===== src/rtl/mvau_defn.sv =====
// Shared MVAU definitions: default geometry, sf_cnt width rule and activation word type.
package mvau_defn;

    function automatic int sfWidth(input int sf);
        return (sf > 1) ? $clog2(sf) : 1;
    endfunction

    localparam int MVAU_SIMD = 2;
    localparam int MVAU_TI   = 4;
    localparam int MVAU_SF   = 8;
    localparam int MVAU_SF_T = sfWidth(MVAU_SF);

    typedef logic [0:MVAU_SIMD-1][MVAU_TI-1:0] act_word_t;

endpackage


===== src/rtl/mvau_inp_buffer_if.sv =====
// Handshake and data bundle between the control block, the input buffer and the PE array.
interface mvau_inp_buffer_if #(
    parameter int SIMD = 2,
    parameter int TI   = 4,
    parameter int SF_T = 3
);
    logic                 in_v;
    logic [SIMD*TI-1:0]   in_data;
    logic                 ib_wen;
    logic                 ib_ren;
    logic [SF_T-1:0]      sf_cnt;
    logic                 in_rdy;
    logic                 out_v;
    logic [SIMD*TI-1:0]   out_act;
    logic                 err;

    modport master (
        output in_v, in_data, ib_wen, ib_ren, sf_cnt,
        input  in_rdy, out_v, out_act, err
    );

    modport slave (
        input  in_v, in_data, ib_wen, ib_ren, sf_cnt,
        output in_rdy, out_v, out_act, err
    );

endinterface


===== src/rtl/mvau_ib_mem.sv =====
// Input buffer storage: one synchronous write port, one combinational read port, no reset.
module mvau_ib_mem #(
    parameter int WIDTH = 8,
    parameter int DEPTH = 8,
    parameter int AW    = 3
)(
    input  logic             clk,
    input  logic             wen_i,
    input  logic [AW-1:0]    waddr_i,
    input  logic [WIDTH-1:0] wdata_i,
    input  logic [AW-1:0]    raddr_i,
    output logic [WIDTH-1:0] rdata_o
);

    logic [WIDTH-1:0] mem [DEPTH];

    always_ff @(posedge clk) begin
        if (wen_i) begin
            mem[waddr_i] <= wdata_i;
        end
    end

    assign rdata_o = mem[raddr_i];

endmodule


===== src/rtl/mvau_inp_buffer.sv =====
// MVAU input activation buffer: records the first tile row's vector and replays it for later rows.
// Optional sticky protocol error flag built only when MVAU_IB_ERRCHK_EN is defined.
module mvau_inp_buffer
    import mvau_defn::*;
#(
    parameter int SIMD = MVAU_SIMD,
    parameter int TI   = MVAU_TI,
    parameter int SF   = MVAU_SF,
    parameter int SF_T = sfWidth(SF)
)(
    input  logic             clk,
    input  logic             rst_n,
    mvau_inp_buffer_if.slave bus
);

    localparam int W = SIMD * TI;

    logic [31:0]   sfCntExt;
    logic          inRange;
    logic          wrAccept;
    logic          rdAccept;
    logic [W-1:0]  rdData;
    logic          outVD,   outVQ;
    logic [W-1:0]  outActD, outActQ;

    assign bus.in_rdy = bus.ib_wen;

    assign sfCntExt = 32'(bus.sf_cnt);
    assign inRange  = sfCntExt < 32'(SF);
    // Write pass always wins over replay, so the memory never sees a same-address read/write.
    assign wrAccept = bus.ib_wen & bus.in_v & inRange;
    assign rdAccept = bus.ib_ren & ~bus.ib_wen & inRange;

    mvau_ib_mem #(
        .WIDTH (W),
        .DEPTH (SF),
        .AW    (SF_T)
    ) u_mem (
        .clk     (clk),
        .wen_i   (wrAccept & rst_n),
        .waddr_i (bus.sf_cnt),
        .wdata_i (bus.in_data),
        .raddr_i (bus.sf_cnt),
        .rdata_o (rdData)
    );

    always_comb begin
        outVD   = 1'b0;
        outActD = outActQ;
        if (wrAccept) begin
            outVD   = 1'b1;
            outActD = bus.in_data;
        end else if (rdAccept) begin
            outVD   = 1'b1;
            outActD = rdData;
        end
    end

    always_ff @(posedge clk) begin
        if (!rst_n) begin
            outVQ   <= 1'b0;
            outActQ <= '0;
        end else begin
            outVQ   <= outVD;
            outActQ <= outActD;
        end
    end

    assign bus.out_v   = outVQ;
    assign bus.out_act = outActQ;

`ifdef MVAU_IB_ERRCHK_EN
    logic underrun;
    logic rangeErr;
    logic errD, errQ;

    // Underrun: control asked for a write-pass word that upstream did not supply.
    assign underrun = bus.ib_wen & ~bus.in_v;
    assign rangeErr = (bus.ib_wen | bus.ib_ren) & ~inRange;

    always_comb begin
        errD = errQ | underrun | rangeErr;
    end

    always_ff @(posedge clk) begin
        if (!rst_n) begin
            errQ <= 1'b0;
        end else begin
            errQ <= errD;
        end
    end

    assign bus.err = errQ;
`else
    assign bus.err = 1'b0;
`endif

endmodule


===== src/flat_wrapper.sv =====
// flat-port wrapper written by rule: the top's interface ports become plain ports
module mvau_inp_buffer_flat import mvau_defn::*;
#(
    parameter int SIMD = MVAU_SIMD,
    parameter int TI   = MVAU_TI,
    parameter int SF   = MVAU_SF,
    parameter int SF_T = sfWidth(SF)
)
  (clk, rst_n, bus_in_v, bus_in_data, bus_ib_wen, bus_ib_ren, bus_sf_cnt, bus_in_rdy, bus_out_v, bus_out_act, bus_err);
  mvau_inp_buffer_if #(.SIMD(SIMD), .TI(TI), .SF_T(SF_T)) bus_i ();
  input  logic clk;
  input  logic rst_n;
  input wire logic [$bits(bus_i.in_v)-1:0] bus_in_v;
  input wire logic [$bits(bus_i.in_data)-1:0] bus_in_data;
  input wire logic [$bits(bus_i.ib_wen)-1:0] bus_ib_wen;
  input wire logic [$bits(bus_i.ib_ren)-1:0] bus_ib_ren;
  input wire logic [$bits(bus_i.sf_cnt)-1:0] bus_sf_cnt;
  output wire logic [$bits(bus_i.in_rdy)-1:0] bus_in_rdy;
  output wire logic [$bits(bus_i.out_v)-1:0] bus_out_v;
  output wire logic [$bits(bus_i.out_act)-1:0] bus_out_act;
  output wire logic [$bits(bus_i.err)-1:0] bus_err;
  assign bus_i.in_v = bus_in_v;
  assign bus_i.in_data = bus_in_data;
  assign bus_i.ib_wen = bus_ib_wen;
  assign bus_i.ib_ren = bus_ib_ren;
  assign bus_i.sf_cnt = bus_sf_cnt;
  assign bus_in_rdy = bus_i.in_rdy;
  assign bus_out_v = bus_i.out_v;
  assign bus_out_act = bus_i.out_act;
  assign bus_err = bus_i.err;
  mvau_inp_buffer #(.SIMD(SIMD), .TI(TI), .SF(SF), .SF_T(SF_T)) u_core (.clk(clk), .rst_n(rst_n), .bus(bus_i));
endmodule

===== config.mk =====
export PLATFORM = sky130hd
export DESIGN_NAME = mvau_inp_buffer_flat
export DESIGN_NICKNAME = d
export VERILOG_FILES = /design/src/rtl/mvau_defn.sv /design/src/rtl/mvau_inp_buffer_if.sv /design/src/rtl/mvau_ib_mem.sv /design/src/rtl/mvau_inp_buffer.sv /design/src/flat_wrapper.sv
export SDC_FILE = /design/constraint.sdc
export NUM_CORES = 1
export LEC_CHECK = 0
export ABC_AREA = 1
export CORE_MARGIN = 1.5
export CORE_UTILIZATION = 48
export DETAILED_ROUTE_END_ITERATION = 10
export GPL_TIMING_DRIVEN = 1
export PLACE_DENSITY = 0.71
export RECOVER_POWER = 25
export REMOVE_ABC_BUFFERS = 1
export SYNTH_ARGS = -nofsm -noshare
export SYNTH_HDL_FRONTEND = slang
export SYNTH_SLANG_ARGS = --single-unit

===== constraint.sdc =====
create_clock -name clk -period 1.6 [get_ports clk]
set_input_delay 0.32 -clock clk [delete_from_list [all_inputs] [get_ports clk]]
set_output_delay 0.32 -clock clk [all_outputs]
set_load 0.01 [all_outputs]

== Word level (Yosys, flattened, before mapping) ==
Memories as Yosys holds them, arrays and structs flattened. A register that Yosys moved wholly into a read port is not among the register bits.
Cells that the tools add are included.
Word-level totals
  latch bits: 0
  bits of input ports: 16
  register bits: 1
  word-level logic and storage cells: 15
  bits in read-only memories: 0
  memories: 1
  memory bits (writable): 64
  output and inout bits: 11
Memory list
  u_core.u_mem.mem: depth 8, bits a word 8, rd ports 1, clocked after Yosys merged registers in 1, wr ports 1, RTL line mvau_ib_mem.sv:15  | logic [WIDTH-1:0] mem [DEPTH];
Cells by class
  order comparisons: 1
  bitwise operators: 6
  $mul: 0
  reduce and logical (&&, ||, !) cells: 2
  div/mod/pow operators: 0
  equality and inequality tests: 0
  shift operators: 0
  $add $sub $neg: 0
  muxes and demuxes: 4
Operators by type and width (count)
  1-bit bitwise AND: 5
  3-bit by 4-bit less-than comparator with 1-bit output (second input constant): 1
  1-bit two-way mux: 4
  2-bit nonzero test: 1
  1-bit logical NOT: 1
  1-bit inverter: 1

== Longest topological paths before layout ==
Gate-level depths: netlist of the first run.
  depth in word-level cells: 5
  gate-level depth with buffers: 8
  mapped depth without buffers: 7

== By module ==
A second synthesis of the first run with hierarchy kept.
Second synthesis, totals
  cell total of the unflattened synthesis: 389
  area total of the unflattened synthesis: 3452.1 sq um
Modules (own cells, without submodules)
  mvau_ib_mem: cells each 295, times used 1, sequential area each 1921.8 sq um, area an instance 2890.3 sq um
  mvau_inp_buffer: cells each 94, times used 1, sequential area each 180.2 sq um, area an instance 561.8 sq um

== Least setup slack after synthesis of the first run ==
Ideal clock, no wire load.
  path kind: input to register
  from: input bus_sf_cnt[0]
  to: memory u_core.u_mem.mem[6][0], enable pin
  arrival: 1.132 ns
  slack: 0.098 ns
  required time: 1.230 ns
  setup time: 0.370 ns
  path buffers: 2
  stages on the path: 5
  path through: buf_6 inv_2 buf_4 nand2_1 nor2_1
On the way
  longest elaborated chain between the ends: 5
Ends and longest elaborated chain
  start: declaration: RTL line flat_wrapper.sv:17  | input wire logic [$bits(bus_i.sf_cnt)-1:0] bus_sf_cnt;
  3-bit by 4-bit less-than comparator with 1-bit output: RTL line mvau_inp_buffer.sv:29  | assign inRange = sfCntExt < 32'(SF);
  1-bit bitwise AND: RTL line mvau_inp_buffer.sv:31  | assign wrAccept = bus.ib_wen & bus.in_v & inRange;
  1-bit bitwise AND: RTL line mvau_inp_buffer.sv:40  | .wen_i (wrAccept & rst_n),
  1-bit two-way mux: RTL line mvau_ib_mem.sv:18  | if (wen_i) begin
  1-bit two-way mux (implied by the code): RTL line mvau_ib_mem.sv:19  | mem[waddr_i] <= wdata_i;
  end: declaration: RTL line mvau_ib_mem.sv:15
Several ways; a longest one is shown, not always the timed one.

== Worst setup path in the final report of the first run ==
  from: register u_core.outActQ[1], in the netlist u_core.bus.out_act[1], read port of u_core.u_mem.mem
  to: output bus_out_act[1]
RTL lines
  start: declaration: RTL line mvau_inp_buffer.sv:24  | logic [W-1:0] outActD, outActQ;
  end: declaration: RTL line flat_wrapper.sv:20  | output wire logic [$bits(bus_i.out_act)-1:0] bus_out_act;
No word-level cell between the ends.

==> flow_summary_export.csv, run 1 <==
group,metric,value,unit
synthesis,synth_cell_types,19,
worst_setup_path,cp-end-kind,"output pin",
finish,layout-drive-gt1-share,0.1480,
sta,rsz0062_at_grt,"false",
floorplanning,die_h,84.26,µm
place,io_buffer_count,25,
worst_setup_path,arrival,1240,ps
finish,diodes,0,
power,pwr-share-comb,0.093,
worst_setup_path,path_buf_inv,1,
power,pwr-share-clk,0.325,
power,total_power,3.638,mW
clock_network,h-tree-depth,3,
synthesis,synth_cells,322,
clock_network,cts_hold_buf,0,
outcome,outcome,"completed",
place,gp_congestion,0.8084,
worst_hold_path,holdPathStages,2,
drt,drc_errors,0,
run,maxCapViolations,0,
clock_network,numCtsBuffers,9,
clock_network,cts_root_buf,"clkbuf_8",
synthesis,syn_avg_cell_area,9.843,µm²
worst_setup_path,crit_cells,1,
sta,fin_tns_setup,0,ps
drt,wire_per_inst,13.52,µm
sta,fin_skew,5.101,ps
clock_network,clock_latency,340,ps
sta,hold_ws,451.9,ps
floorplanning,start_util,0.4991,
drt,dr.pass1.iters,4,
worst_setup_path,path_delay_family,"buffers and inverters",
grt,grt_pass1_wl,10.55,mm
finish,fin_nets,403,
floorplanning,die-area,0.007099,mm²
place,pre_cts_ws,-284.9,ps
worst_setup_path,cp_cell_sequence,"clkdlybuf4s50_1",
finish,fin_cells,469,
worst_setup_path,startpoint_type,"register",
drt,vias,2265,
place,place_hpwl,4.731,mm
grt,grt_usage,0.1978,
sta,fmax,643.0,MHz
drt,vias_per_cell,4.829,
sta,setup_viol,0,
sta,post-route-period-util,0.9721,
power,p_seq_frac,0.583,
power,pwr_density_cell,929.5,mW/mm²
drt,wl,6.339,mm
worst_setup_path,crit_slowest_cell,"clkdlybuf4s50_1",
worst_setup_path,path_class,"reg2out",
worst_setup_path,cp_max_fo,2,
clock_network,cts_sinks,73,
sta,report.final.slew_viol_count,0,
sta,hold_viol,0,
grt,grt.overflow.total,0,
finish,syn_to_final_growth,23.49,%
place,dp_cells,453,
worst_setup_path,slowest_delay,550,ps
grt,grt_max_degree,13,
grt,grt_pass1_vias,2227,
sta,setup_slack,44.67,ps
floorplanning,core-area,0.006350,mm²
power,vdd_ir_drop_max,720.7,µV
floorplanning,dieWidth,84.26,µm
synthesis,synth-seq-cells,73,
worst_setup_path,critPathRequiredTime,1280,ps
synthesis,yosysWarnings,0,
worst_hold_path,hp-class,"reg2reg",
floorplanning,pin_count,27,
synthesis,synth_area,0.003169,mm²
clock_network,cts_tree,"done",
power,swShare,0.2266,
worst_setup_path,rr_worst_depth,5,
power,switchingPower,0.8245,mW
sta,min_period,1555,ps
floorplanning,num_rows,29,
power,power_leakage,1.789,nW
power,p_int,2.813,mW
grt,antenna_found_initial,0,
clock_network,cts_buffer_depth,2,
clock_network,clk_pin_slew_worst_paths,70,ps
synthesis,seq_area_frac_synth,0.6632,
drt,first_iter_violations,86,
drt,final_antenna_net_count,0,
sequential cells by signal, summed over array words and instances (netlist names):
register and cells:
u_core.u_mem.mem 64, u_core.bus.out_v 1, u_core.bus.out_act 8
metal layers:
metal	share of wire	track usage
met1	0.44	0.2452
met4	0.018	0.07452
met2	0.50	0.3338
met3	0.039	0.05211
met5	0	0
cells in the mapped netlist, drive strengths merged:
master / count / area [µm²]
buf: 9 / 67.56
conb: 1 / 3.750
dfxtp: 9 / 180.2
edfxtp: 64 / 1922
inv: 68 / 255.2
nand2: 88 / 335.3
nand3: 40 / 200.2
nor2: 26 / 105.1
o211ai: 1 / 7.510
o21ai: 7 / 35.03
o21bai: 1 / 7.510
or2: 8 / 50.06
timing repair:
action | 4_1_cts | 5_1_grt
resized for setup | 1 | 4
setup endpoints to repair | 1 | 13
endpoints found under the hold margin | 0 | 0
pin swaps | 0 | 0
buffers inserted | 0 | 0
power groups by stage:
stage	registers [mW]	logic (mW)	clock network, mW
after floorplan	2.17	0.120	0
after global placement	2.16	0.338	0
after detailed placement	2.16	0.344	0
after CTS	2.12	0.345	1.21
after global routing	2.12	0.376	1.29
final	2.12	0.338	1.18
worst paths after layout:
check                                             from               endpoint  slack, ps
worst max-delay path             u_core.bus.out_act[1]         bus_out_act[1]         40
worst min-delay path             u_core.bus.out_act[2]  u_core.bus.out_act[2]        450
worst max register to register  u_core.u_mem.mem[0][1]  u_core.bus.out_act[1]        560
worst min register to register   u_core.bus.out_act[2]  u_core.bus.out_act[2]        450
per-stage QoR:
stage	utilization	cell area, µm²
floorplan	-	3102
global placement	0.5919	3759
detailed placement	0.5919	3759
CTS	0.6166	3915
global route	0.6164	3914
finish	0.6164	3914
layout make-up:
type | count | area [µm²]
multi-input cells | 172 | 752.0
inverters | 68 | 255.2
well taps | 77 | 96.34
flip-flops and latches | 73 | 2102
fillers | 528 | 2436
clock buffers | 12 | 135.1
clock inverters | 4 | 22.52
repair buffers | 63 | 550.5
kinds of logic after synthesis:
kind of cell,share of synthesized area
and+or+nand+nor,0.2179
buffers and inverters,0.1019
DFF,0.6632
AOI/OAI and AO/OA,0.01579
other,0.001183
layout by cell type (no fill, tap or decap), types with 2 or more instances in the layout:
| cell type | count |
|---|---|
| nor2_1 | 20 |
| nand2_2 | 2 |
| nand2_1 | 86 |
| clkbuf_8 | 9 |
| clkbuf_1 | 6 |
| nand3_1 | 40 |
| o21ai_1 | 7 |
| buf_4 | 33 |
| buf_12 | 2 |
| dlygate4sd3_1 | 7 |
| edfxtp_1 | 64 |
| inv_1 | 67 |
| clkdlybuf4s50_1 | 16 |
| clkinv_2 | 3 |
| dfxtp_1 | 9 |
| or2_0 | 6 |
| nor2_2 | 6 |
No activity file was read; power rests on OpenSTA's default activity.
==> run 2, diff against run 1 <==
--- a/config.mk
+++ b/config.mk
@@ -5,7 +5,6 @@
 export SDC_FILE = /design/constraint.sdc
 export NUM_CORES = 1
 export LEC_CHECK = 0
-export ABC_AREA = 1
 export CORE_MARGIN = 1.5
 export CORE_UTILIZATION = 48
 export DETAILED_ROUTE_END_ITERATION = 10
==> run 2 against run 1 <==
- final cell count shrank 33%
- sequential cell count unchanged
- critical path depth unchanged
- critical endpoint is now bus_out_act[0]
- largest power group unchanged
==> flow_summary_export.csv, run 2 <==
group,metric,value,unit
synthesis,synth_common_cells,"edfxtp_1, mux2i_1, nand2_1",
clock_network,clk_pin_slew_worst_paths,70,ps
drt,vias,1801,
worst_setup_path,cp-end-kind,"output pin",
sta,setup_slack,32.92,ps
worst_hold_path,holdPathStages,3,
finish,layout-drive-gt1-share,0.2437,
sta,hold_ws,475.0,ps
worst_setup_path,startpoint_type,"register",
finish,diodes,0,
worst_setup_path,crit_slowest_cell,"clkdlybuf4s50_1",
clock_network,numCtsBuffers,9,
synthesis,synth_area,0.002982,mm²
sta,hold_viol,0,
worst_setup_path,path_class,"reg2out",
grt,antenna_found_initial,0,
synthesis,synth_cells,172,
finish,final_cell_mix,"edfxtp_1, buf_4, mux2i_1, clkdlybuf4s50_1, nand2_1",
finish,fin_cells,313,
power,total_power,3.641,mW
synthesis,synth.area.top_cells,"edfxtp_1, mux4_1, dfxtp_1",
worst_setup_path,reg2reg_to,"u_core.bus.out_act[1]",
drt,wire_per_inst,19.51,µm
power,vdd_ir_drop_max,513.0,µV
synthesis,synthArstFlopShare,0,
sta,fin_tns_setup,0,ps
sta,setup_viol,0,
sta,report.final.slew_viol_count,0,
clock_network,cts_sinks,73,
worst_setup_path,slowest_delay,550,ps
drt,drc_errors,0,
floorplanning,pin_count,27,
synthesis,yosys.area.top_type,"edfxtp_1",
floorplanning,core-area,0.005956,mm²
drt,wl,6.107,mm
synthesis,ys.flop_type,"edfxtp_1",
drt,vias_per_cell,5.754,
clock_network,cts_tree,"done",
sta,min_period,1567,ps
clock_network,cts_buffer_depth,2,
grt,grt_pass1_vias,1864,
place,post_dp_cell_area,0.003493,mm²
power,power_leakage,1.343,nW
synthesis,yosys.cell_count.top_type,"edfxtp_1",
synthesis,synth_cell_types,31,
worst_setup_path,critPathRequiredTime,1280,ps
drt,dr.pass1.iters,4,
sta,fmax,638.1,MHz
grt,grt.overflow.total,0,
drt,first_iter_violations,201,
floorplanning,die_h,81.82,µm
place,pre_cts_ws,-378.7,ps
worst_setup_path,cp_max_fo,2,
grt,grt_usage,0.2007,
floorplanning,num_rows,28,
place,place_hpwl,4.338,mm
finish,mostFrequentLayoutCell,"edfxtp_1",
finish,postLayoutCoreUtil,0.6227,
worst_hold_path,hp-class,"in2reg",
synthesis,yosysWarnings,0,
sta,post-route-period-util,0.9794,
floorplanning,start_util,0.5006,
grt,grt_max_degree,13,
sta,rsz0062_at_grt,"false",
worst_setup_path,path_buf_inv,1,
finish,largest_reg_flops,64,
worst_hold_path,whs_endpoint,"u_core.bus.out_act[1]",
floorplanning,die-area,0.006694,mm²
synthesis,seq_area_frac_synth,0.7050,
finish,fin_nets,249,
worst_setup_path,r2r-start,"u_core.u_mem.mem[7][1]",
worst_setup_path,rr_worst_depth,3,
power,pwr_density_cell,981.8,mW/mm²
synthesis,synth-seq-cells,73,
worst_hold_path,hold_start,"bus_sf_cnt[1]",
drt,final_antenna_net_count,0,
clock_network,cts_root_buf,"clkbuf_8",
grt,grt_pass1_wl,9.494,mm
clock_network,h-tree-depth,3,
place,dp_cells,295,
finish,syn_to_final_growth,24.38,%
clock_network,clock_latency,340,ps
outcome,outcome,"completed",
worst_setup_path,arrival,1250,ps
sta,fin_skew,7.479,ps
finish,stdcell_area,0.003709,mm²
finish,largest-register,"u_core.u_mem.mem",
worst_setup_path,path_delay_family,"buffers and inverters",
run,maxCapViolations,0,
worst_setup_path,cp_cell_sequence,"clkdlybuf4s50_1",
place,gp_congestion,0.9315,
synthesis,synth-edff-count,64,
synthesis,synth_top_area_frac,0.6446,
finish,nFillCells,437,
floorplanning,dieWidth,81.82,µm
synthesis,syn_avg_cell_area,17.33,µm²
place,io_buffer_count,25,
worst_setup_path,r2r_slack,340,ps
==> run 2: cell count changes after synthesis, sizes merged, moves of 4 or more <==
| cell | previous run | this run |
|---|---|---|
| nand2 | 88 | 11 |
| nand2b | 0 | 4 |
| nor2 | 26 | 6 |
| or2 | 8 | 0 |
| inv | 68 | 0 |
| nor3 | 0 | 6 |
| o22ai | 0 | 4 |
| mux2i | 0 | 14 |
| mux4 | 0 | 9 |
| nand3 | 40 | 8 |
| o21ai | 7 | 0 |
| o221ai | 0 | 8 |
==> run 2: repair_timing <==
item                       CTS  global route
setup endpoints to repair   11            32
hold endpoints to repair     0             0
gates resized for setup      4             5
setup buffers                1             0
hold buffers                 0             0
gates cloned                 1             0
==> run 2: power by group <==
group | total, mW | internal [mW] | switching (mW) | leakage (nW)
logic | 0.338 | 0.176 | 0.162 | 0.612
registers | 2.12 | 2.11 | 0.0166 | 0.651
clock network | 1.18 | 0.542 | 0.637 | 0.0799
==> run 2: per-layer routing <==
| metal | wire length, µm | part of all wire | global-route usage | up-vias |
|---|---|---|---|---|
| met3 | 233 | 0.038 | 0.03556 | 9 |
| met5 | 0 | 0 | 0 | - |
| met1 | 2558 | 0.42 | 0.2457 | 925 |
| li1 | - | - | - | 826 |
| met2 | 3241 | 0.53 | 0.3361 | 41 |
| met4 | 74 | 0.012 | 0.1119 | 0 |
==> run 2: cell type report <==
class | instances | area (µm²) | share of cell area
Clock inverter | 7 | 37.54 | 0.01012
Timing Repair Buffer | 62 | 576.8 | 0.1555
Multi-Input combinational cell | 87 | 774.5 | 0.2088
Clock buffer | 9 | 123.9 | 0.03340
Sequential cell | 73 | 2102 | 0.5668
Tap cell | 75 | 93.84 | 0.02530
==> run 2: worst max-delay path by stage <==
stage / startpoint / endpoint / slack [ps] / cells after the start
floorplan: rst_n / u_core.u_mem.mem[0][0] / -140 / 2
global placement: bus_ib_wen / u_core.u_mem.mem[6][4] / -330 / 4
detailed placement: bus_sf_cnt[0] / u_core.bus.out_act[6] / -380 / 5
CTS: bus_ib_wen / u_core.u_mem.mem[0][7] / 4 / 4
global route: u_core.bus.out_act[2] / bus_out_act[2] / 3 / 1
finish: u_core.bus.out_act[0] / bus_out_act[0] / 30 / 1
==> run 2: cells by family after synthesis <==
| group | Yosys count | synth area share |
|---|---|---|
| multiplexers | 23 | 0.1250 |
| buffers and inverters | 12 | 0.04028 |
| AO/OA/AOI/OAI | 24 | 0.06253 |
| other | 1 | 0.001258 |
| flip-flops | 73 | 0.7050 |
| AND/OR/NAND/NOR | 39 | 0.06589 |
==> run 3, diff against run 2 <==
--- a/config.mk
+++ b/config.mk
@@ -5,6 +5,8 @@
 export SDC_FILE = /design/constraint.sdc
 export NUM_CORES = 1
 export LEC_CHECK = 0
+export CAP_MARGIN = 20
+export CORE_ASPECT_RATIO = 0.5
 export CORE_MARGIN = 1.5
 export CORE_UTILIZATION = 48
 export DETAILED_ROUTE_END_ITERATION = 10
==> run 3 against run 2 <==
- register-to-register slack better by 40 ps
- non-clock buffer count increased by 8
- worst hold slack got worse by 16 ps
- maximum frequency decreased by 1.8%
- design area grew 7.1%
- global-route usage grew 0.43 points
- via count rose by 2.5%
- core utilization up 3.6 points
==> flow_summary_export.csv, run 3 (synthesized netlist as in run 2, its figures left out) <==
group,metric,value,unit
floorplanning,die_h,58.73,µm
place,post_dp_cell_area,0.003557,mm²
power,pwr-share-clk,0.476,
place,pre_cts_ws,-423.6,ps
worst_hold_path,holdPathStages,2,
worst_setup_path,startpoint_type,"input port",
power,switchingPower,0.9110,mW
floorplanning,core-area,0.006031,mm²
outcome,outcome,"completed",
finish,largest_reg_flops,64,
grt,grt_use_met2,0.3302,
grt,grt.busiest_layer,"met2",
worst_setup_path,cp-end-kind,"register",
finish,diodes,0,
clock_network,clk_pin_slew_worst_paths,60,ps
grt,grt_pass1_vias,1811,
sta,report.final.slew_viol_count,0,
finish,nFillCells,409,
finish,largest-register,"u_core.u_mem.mem",
power,vdd_ir_drop_max,506.4,µV
drt,wl,6.480,mm
finish,fin_nets,257,
drt,dr.pass1.iters,4,
worst_setup_path,path_class,"in2reg",
finish,layout-drive-gt1-share,0.2886,
grt,grt_usage,0.2051,
clock_network,cts_buffer_depth,2,
power,power_leakage,1.490,nW
clock_network,numCtsBuffers,9,
grt,use_met3,0.07724,
sta,post-route-period-util,0.9976,
drt,first_iter_violations,181,
clock_network,h-tree-depth,3,
finish,fin_cells,334,
clock_network,cts_sinks,73,
sta,min_period,1596,ps
power,pwr_density_cell,1189,mW/mm²
floorplanning,start_util,0.4944,
floorplanning,pin_count,27,
sta,hold_viol,0,
worst_setup_path,critPathRequiredTime,1650,ps
grt,grt_max_degree,17,
drt,vias_per_cell,5.527,
worst_setup_path,cp_max_fo,4,
drt,wire_per_inst,19.40,µm
place,dp_cells,316,
floorplanning,dieWidth,114.5,µm
drt,drc_errors,0,
finish,syn_to_final_growth,33.19,%
place,io_buffer_count,25,
finish,final_cell_mix,"edfxtp_1, buf_4, mux2i_1",
run,maxCapViolations,0,
power,pwr-share-comb,0.074,
drt,final_antenna_net_count,0,
grt,grt.overflow.total,0,
grt,grt_pass1_wl,9.708,mm
grt,antenna_found_initial,0,
finish,regArea,0.002102,mm²
sta,setup_viol,0,
sta,setup_slack,3.801,ps
grt,grt_util_met1,0.2656,
drt,vias,1846,
clock_network,clock_latency,340,ps
finish,mostFrequentLayoutCell,"edfxtp_1",
power,p_seq_frac,0.450,
clock_network,cts_root_buf,"clkbuf_16",
worst_setup_path,rr_worst_depth,3,
worst_setup_path,arrival,1640,ps
sta,fin_skew,7.350,ps
floorplanning,die-area,0.006722,mm²
power,swShare,0.1929,
finish,postLayoutCoreUtil,0.6585,
power,p_int,3.811,mW
finish,multiInputGateArea,793.3,µm²
place,place_hpwl,4.361,mm
worst_hold_path,hp-class,"reg2reg",
finish,stdcell_area,0.003971,mm²
sta,fmax,626.5,MHz
worst_setup_path,r2r_slack,380,ps
floorplanning,num_rows,20,
clock_network,cts_tree,"done",
place,gp_congestion,0.8221,
[run 3: layout make-up]
cell class	count	share of cell area
sequential	73	0.5293
multi-input combinational	87	0.1997
timing repair buffer	70	0.1585
clock buffer	11	0.05860
tap	88	0.02773
clock inverter	5	0.02615
[run 3: power by group through the flow]
stage	Combinational, mW	Sequential (mW)	Clock, mW
5_1_grt	0.372	2.13	2.34
2_1_floorplan	0.0989	2.17	0
6_report	0.349	2.13	2.25
3_5_place_dp	0.335	2.17	0
3_3_place_gp	0.326	2.16	0
4_1_cts	0.339	2.13	2.27
[run 3: per-stage QoR]
| step | setup TNS [ps] | hold WS, ps | power, mW |
|---|---|---|---|
| 5_1_grt | -212.1 | 468.8 | 4.845 |
| 6_report | 0 | 459.0 | 4.722 |
| 2_1_floorplan | -1210 | 418.9 | 2.270 |
| 3_5_place_dp | -23280 | 444.6 | 2.501 |
| 4_1_cts | 0 | 456.9 | 4.732 |
| 3_3_place_gp | -22130 | 440.2 | 2.489 |
[run 3: worst max-delay path: stages]
cell and delay (ps):
clkdlybuf4s50_1 520, and3_2 210, nand2_2 120, nor3_2 280
buf_4 190
[run 3: what timing repair did]
item | in CTS | in global routing
setup endpoints to repair | 27 | 68
resized for setup | 5 | 13
endpoints found under the hold margin | 0 | 0
hold buffers | 0 | 0
setup buffers | 0 | 1
gates cloned | 0 | 1
pin swaps | 0 | 2
[run 3: routing by layer]
metal / up-vias / routed length (µm)
met3: 11 / 470
li1: 838 / -
met4: 0 / 95
met5: - / 0
met1: 928 / 2688
met2: 69 / 3225
[run 3: path summary, 6_finish.rpt]
check | start | endpoint
hold / removal | u_core.bus.out_act[2] | u_core.bus.out_act[2]
setup reg to reg | u_core.u_mem.mem[1][3] | u_core.bus.out_act[3]
hold reg to reg | u_core.bus.out_act[2] | u_core.bus.out_act[2]
setup / recovery | bus_in_v | u_core.u_mem.mem[1][7]
